**src/rtl/demux_1to2_buf.sv**
```systemverilog
// 1-to-2 demultiplexer with one registered output slot per port.
// Each slot refills in the same cycle it drains, and counts delivered words.
module demux_1to2_buf #(
    parameter int WIDTH = 32,
    parameter int CW    = 8
) (
    input  logic             clk,
    input  logic             rst_n,
    input  logic             Sel,
    input  logic [WIDTH-1:0] A,
    input  logic             A_valid,
    output logic             A_ready,
    output logic [WIDTH-1:0] B,
    output logic             B_valid,
    input  logic             B_ready,
    output logic [WIDTH-1:0] C,
    output logic             C_valid,
    input  logic             C_ready,
    output logic [CW-1:0]    B_count,
    output logic [CW-1:0]    C_count
);

    logic b_space;
    logic c_space;
    logic in_fire;
    logic b_fill;
    logic c_fill;
    logic b_drain;
    logic c_drain;

    // A slot can take a word if it is empty or is being emptied this cycle.
    // While reset is asserted the slots are treated as empty.
    always_comb begin
        b_space = !B_valid || B_ready;
        c_space = !C_valid || C_ready;
        A_ready = !rst_n || (Sel ? c_space : b_space);
        in_fire = A_valid && A_ready;
        b_fill  = in_fire && !Sel;
        c_fill  = in_fire && Sel;
        b_drain = B_valid && B_ready;
        c_drain = C_valid && C_ready;
    end

    always_ff @(posedge clk) begin
        if (!rst_n) begin
            B       <= '0;
            B_valid <= 1'b0;
            B_count <= '0;
        end else begin
            if (b_fill) begin
                B       <= A;
                B_valid <= 1'b1;
            end else if (b_drain) begin
                B_valid <= 1'b0;
            end
            if (b_drain) begin
                B_count <= B_count + CW'(1);
            end
        end
    end

    always_ff @(posedge clk) begin
        if (!rst_n) begin
            C       <= '0;
            C_valid <= 1'b0;
            C_count <= '0;
        end else begin
            if (c_fill) begin
                C       <= A;
                C_valid <= 1'b1;
            end else if (c_drain) begin
                C_valid <= 1'b0;
            end
            if (c_drain) begin
                C_count <= C_count + CW'(1);
            end
        end
    end

endmodule

```
**config.mk**
```make
export PLATFORM = sky130hd
export DESIGN_NAME = demux_1to2_buf
export DESIGN_NICKNAME = d
export VERILOG_FILES = /design/src/rtl/demux_1to2_buf.sv
export SDC_FILE = /design/constraint.sdc
export NUM_CORES = 1
export LEC_CHECK = 0
export ABC_CLOCK_PERIOD_IN_PS = 1600
export CAP_MARGIN = 20
export CELL_PAD_IN_SITES_DETAIL_PLACEMENT = 0
export CELL_PAD_IN_SITES_GLOBAL_PLACEMENT = 1
export CORE_MARGIN = 2
export CORE_UTILIZATION = 31
export DETAILED_ROUTE_END_ITERATION = 16
export GPL_ROUTABILITY_DRIVEN = 0
export PLACE_DENSITY_LB_ADDON = 0.1
export SLEW_MARGIN = 20
export SYNTH_ARGS = -nofsm -noshare
export SYNTH_HDL_FRONTEND = slang
export SYNTH_SLANG_ARGS = --single-unit
```
**constraint.sdc**
```tcl
create_clock -name clk -period 1.6 [get_ports clk]
set_clock_uncertainty 0.1 [all_clocks]
set_input_delay 0.4 -clock clk [delete_from_list [all_inputs] [get_ports clk]]
set_output_delay 0.4 -clock clk [all_outputs]
set_load 0.05 [all_outputs]
```
======== Word-level counts from Yosys, hierarchy flattened ========
Index checks and enable logic that the tools add are counted.
W data, S select, Z words.
cells by class
  add/sub/neg operators ................... 2
  reductions and logical operators ........ 14
  muxes and demuxes ....................... 5
operators by type and width
  cell                   count
  $add A8 B1 Y8 const B  2
  $logic_and A1 B1 Y1    5
  $mux W1                5
  $logic_not A1 Y1       4
  $reduce_bool A2 Y1     2
  $logic_or A1 B1 Y1     3
word-level totals
  logic and storage cells ................. 27
  bits in registers ....................... 82

======== Logic depth before layout (Yosys ltp) ========
Gate-level depths: netlist of the first run.
  depth in word-level cells ............... 7
  mapped depth ............................ 5

======== Least setup slack after synthesis of the first run ========
OpenSTA, ideal clock, no wires.
  kind .................................... register -> output
  start point ............................. register C_valid
  end point ............................... output A_ready
  slack ................................... -333 ps
  path buffers ............................ 0
  data required time ...................... 1,100 ps
  cell stages (with the launch flop) ...... 4
  arrival ................................. 1,433 ps
  cell sequence ........................... dfxtp_1 -> or2b_1 -> mux2i_1 -> nand2_1
on the way
  longest elaborated chain between the ends .. 4
ends and longest elaborated chain
  item                    line  source
  start, declared         17    output logic C_valid,
  start signal, assigned  65    C_valid <= 1'b0;
  start signal, assigned  70    C_valid <= 1'b1;
  start signal, assigned  72    C_valid <= 1'b0;
  $logic_not A1 Y1        35    c_space = !C_valid || C_ready;
  $logic_or A1 B1 Y1      35
  $mux W1                 36    A_ready = !rst_n || (Sel ? c_space : b_space);
  $logic_or A1 B1 Y1      36
  end, declared           12    output logic A_ready,
No other way between the ends.

======== Worst setup path after layout of the first run ========
  start point ............................. input C_ready
  end point ............................... output A_ready
on the way
  longest elaborated chain between the ends .. 3
ends and longest elaborated chain
  item                line  source
  start, declared     18    input logic C_ready,
  $logic_or A1 B1 Y1  35
  $mux W1             36
  $logic_or A1 B1 Y1  36
No other way between the ends.

==> reports/qor.csv, run 1 <==
metric;value;unit
clk root buf;clkbuf_8;
pre-CTS setup slack;-0.468;ns
port buffer count;120;
failing checks;setup timing;
max-cap viol count;0;
router iterations before antenna repair;6;
Setup TNS;-0.276;ns
Worst EP required;1.10;ns
H-tree depth;3;
leakage power of the design;2.12;nW
Clock Path Buffers;2;
crit path capture type;primary output;
mapped cell area;3240;um^2
largest net degree at the start of global routing;36;
R2R Path End;B_count[5];
ANT cells;0;
floorplan row count;37;
worst hold slack;0.400;ns
Worst-Margin Slew;0.344;ns
Die Y;106;um
CTS tree;yes;
WL/cell;16.0;um
CP peak stage delay;0.26;ns
full die area;11300;um^2
type of the tightest min-delay check;flop to flop;
maximum vdd drop;0.440;mV
area of the multi-input gates;1440;um^2
Max-slew headroom;76.8;%
grt total ovfl;0;
clk sink count;82;
vias in the first global route;3318;
Post-Synth Simple-Gate Area;18.3;%
first-pass GRT wire length;17100;um
Mapped Cells;390;
gr usage total;18.8;%
Num CTS Buffers;9;
syn avg cell area;8.31;um^2
slowest CP cell;dlygate4sd2_1;
crit path kind;input pin to primary output;
core area;10200;um^2
initial antenna violation count;0;
post-synthesis adder-cell area fraction;0.772;%
RSZ-0062 raised after global routing;true;
Unique masters post-synth;27;
Post-synth EDFFs;0;
sequential fraction of the synthesis area;50.7;%
status;complete, but fails checks;
Synth Flop Type;dfxtp_1;
initial DRC count;122;
drc violations;0;
# IOs;121;
Syn Nets;430;
cts hold-fix bufs;0;
final period utilization;116;%
worst hold start;B_count[1];
minimum period implied by the final worst setup slack;1.86;ns
R2R cell count;4;
pwr/cell area;858;nW/um^2
Finished Layout Cells;655;
synth warn;0;
post-synthesis mux area share;0.927;%
final WL;10500;um
Compound-Gate Fraction of Synth Area;23.3;%
Filler cells;900;
setup ws final;-0.256;ns
net count reported at finish;555;
hpwl dp;7240;um
Die Wd;106;um
Final Util;56.9;%
dpl cells;639;
critical path peak fanout;2;
Hold EP;B_count[1];
Final Hold Viols;0;
post-synthesis async set-or-reset flop share;0;%
Reg2Reg Setup Slack;0.20;ns
main combinational cell family by area after synthesis;compound AO/OA/AOI/OAI gates;
Via-to-Cell Ratio;5.16;
CP startpoint kind;input pin;
clock-pin transition on the worst setup and hold timing paths;0.08;ns
Initial Utilization;31.7;%
FF+latch area;1650;um^2
WHS Path Cells;2;
cell chain of the critical path;dlygate4sd2_1, or2b_1, mux2i_1, nand2_2, buf_8;
Vias;3381;
Skew-Pair Late Insertion Delay;0.34;ns
reg2reg start;B_valid;
final count of negative-setup-slack endpoints;5;
fmax;0.539;GHz
XOR/XNOR Fraction of Synth Area;1.08;%
Yosys reg bits;82;
share of cells above drive strength 1;27.6;%
CP arrival;1.36;ns
Detail Route Antenna Nets;0;
synthesis-to-layout area growth;79.7;%
count of pins over their slew limit;0;
cell type report:
cell class / count / share of cell area (%)
repair buffers: 149 / 39.6
flip-flops and latches: 82 / 28.4
multi-input cells: 268 / 24.8
well taps: 136 / 2.92
clock buffers: 10 / 2.19
clock inverters: 5 / 1.78
inverters: 5 / 0.322
worst max-delay path, delay by kind of cell:
family / cells / cell delay, ns
buffers and inverters: 2 / 0.42
muxes: 1 / 0.19
and+or+nand+nor: 2 / 0.34
how the worst max path moves through the flow:
| stage | start | end | depth (start not counted) |
|---|---|---|---|
| after floorplan | C_valid | A_ready | 3 |
| after detailed placement | C_ready | A_ready | 5 |
| after global placement | C_ready | A_ready | 5 |
| final | C_ready | A_ready | 5 |
| after global routing | C_valid | A_ready | 4 |
| after CTS | C_valid | A_ready | 4 |
Yosys cell counts (all sizes together) (5+ instances only):
cell / instances / area (um^2)
a21oi: 74 / 370
buf: 9 / 45.0
nand3: 72 / 370
nand2b: 5 / 31.3
o21ai: 68 / 340
clkbuf: 26 / 97.6
nand2: 12 / 45.0
dfxtp: 82 / 1640
sequential cells by signal, indices dropped and copies added (netlist names):
register,cells
B,32
C_valid,1
B_valid,1
C_count,8
C,32
B_count,8
where the power goes:
| part | switching, mW | internal, mW | total [mW] |
|---|---|---|---|
| registers | 0.0821 | 2.12 | 2.20 |
| clock network | 0.748 | 1.03 | 1.78 |
| logic | 0.531 | 0.483 | 1.01 |
cells by family after synthesis:
kind of cell,after synthesis
adders and majority gates,2
muxes,3
DFF,82
AOI/OAI and AO/OA,148
buffers and inverters,40
and+or+nand+nor,111
xor gates and xnor gates,4
placed cells by master, fill, tap and decap left out, types with 4 or more instances in the layout:
master           instances
clkbuf_8                 9
buf_12                  87
a21oi_1                 74
o21ai_0                 68
clkdlybuf4s50_1         34
buf_4                   23
nor2_1                   4
nand3_1                 70
nand2b_1                 5
inv_1                    4
o31ai_1                  4
nand2_1                 11
xor2_1                   4
dfxtp_1                 74
dfxtp_2                  8
metal layers:
layer  vias up  part of all wire, %  track usage (%)
li1       1645                    -                -
met1      1619                   45             25.0
met2       105                   48             30.6
met3        12                  6.0             3.99
met4         0                 0.98             5.83
met5         -                    0                0
stage by stage:
step | instance area (um^2) | power (mW)
final | 5820 | 5.00
after global routing | 5820 | 5.17
after CTS | 5820 | 5.04
after global placement | 5580 | 3.26
after floorplan | 3250 | 2.68
after detailed placement | 5580 | 3.27
what timing repair did:
item                       in CTS  in global routing
buffers inserted                1                  0
gates cloned                    0                  0
pin swaps                       0                  0
resized for setup               5                  1
setup endpoints to repair       2                 65
Power figures use the tool's default switching activity.
==> run 2, diff against run 1 <==
--- a/config.mk
+++ b/config.mk
@@ -14,7 +14,7 @@
 export DETAILED_ROUTE_END_ITERATION = 16
 export GPL_ROUTABILITY_DRIVEN = 0
 export PLACE_DENSITY_LB_ADDON = 0.1
-export SLEW_MARGIN = 20
+export SLEW_MARGIN = 5
 export SYNTH_ARGS = -nofsm -noshare
 export SYNTH_HDL_FRONTEND = slang
 export SYNTH_SLANG_ARGS = --single-unit
==> results of run 2 <==
No change in the layout: final DEF, timing and power equal those of run 1.
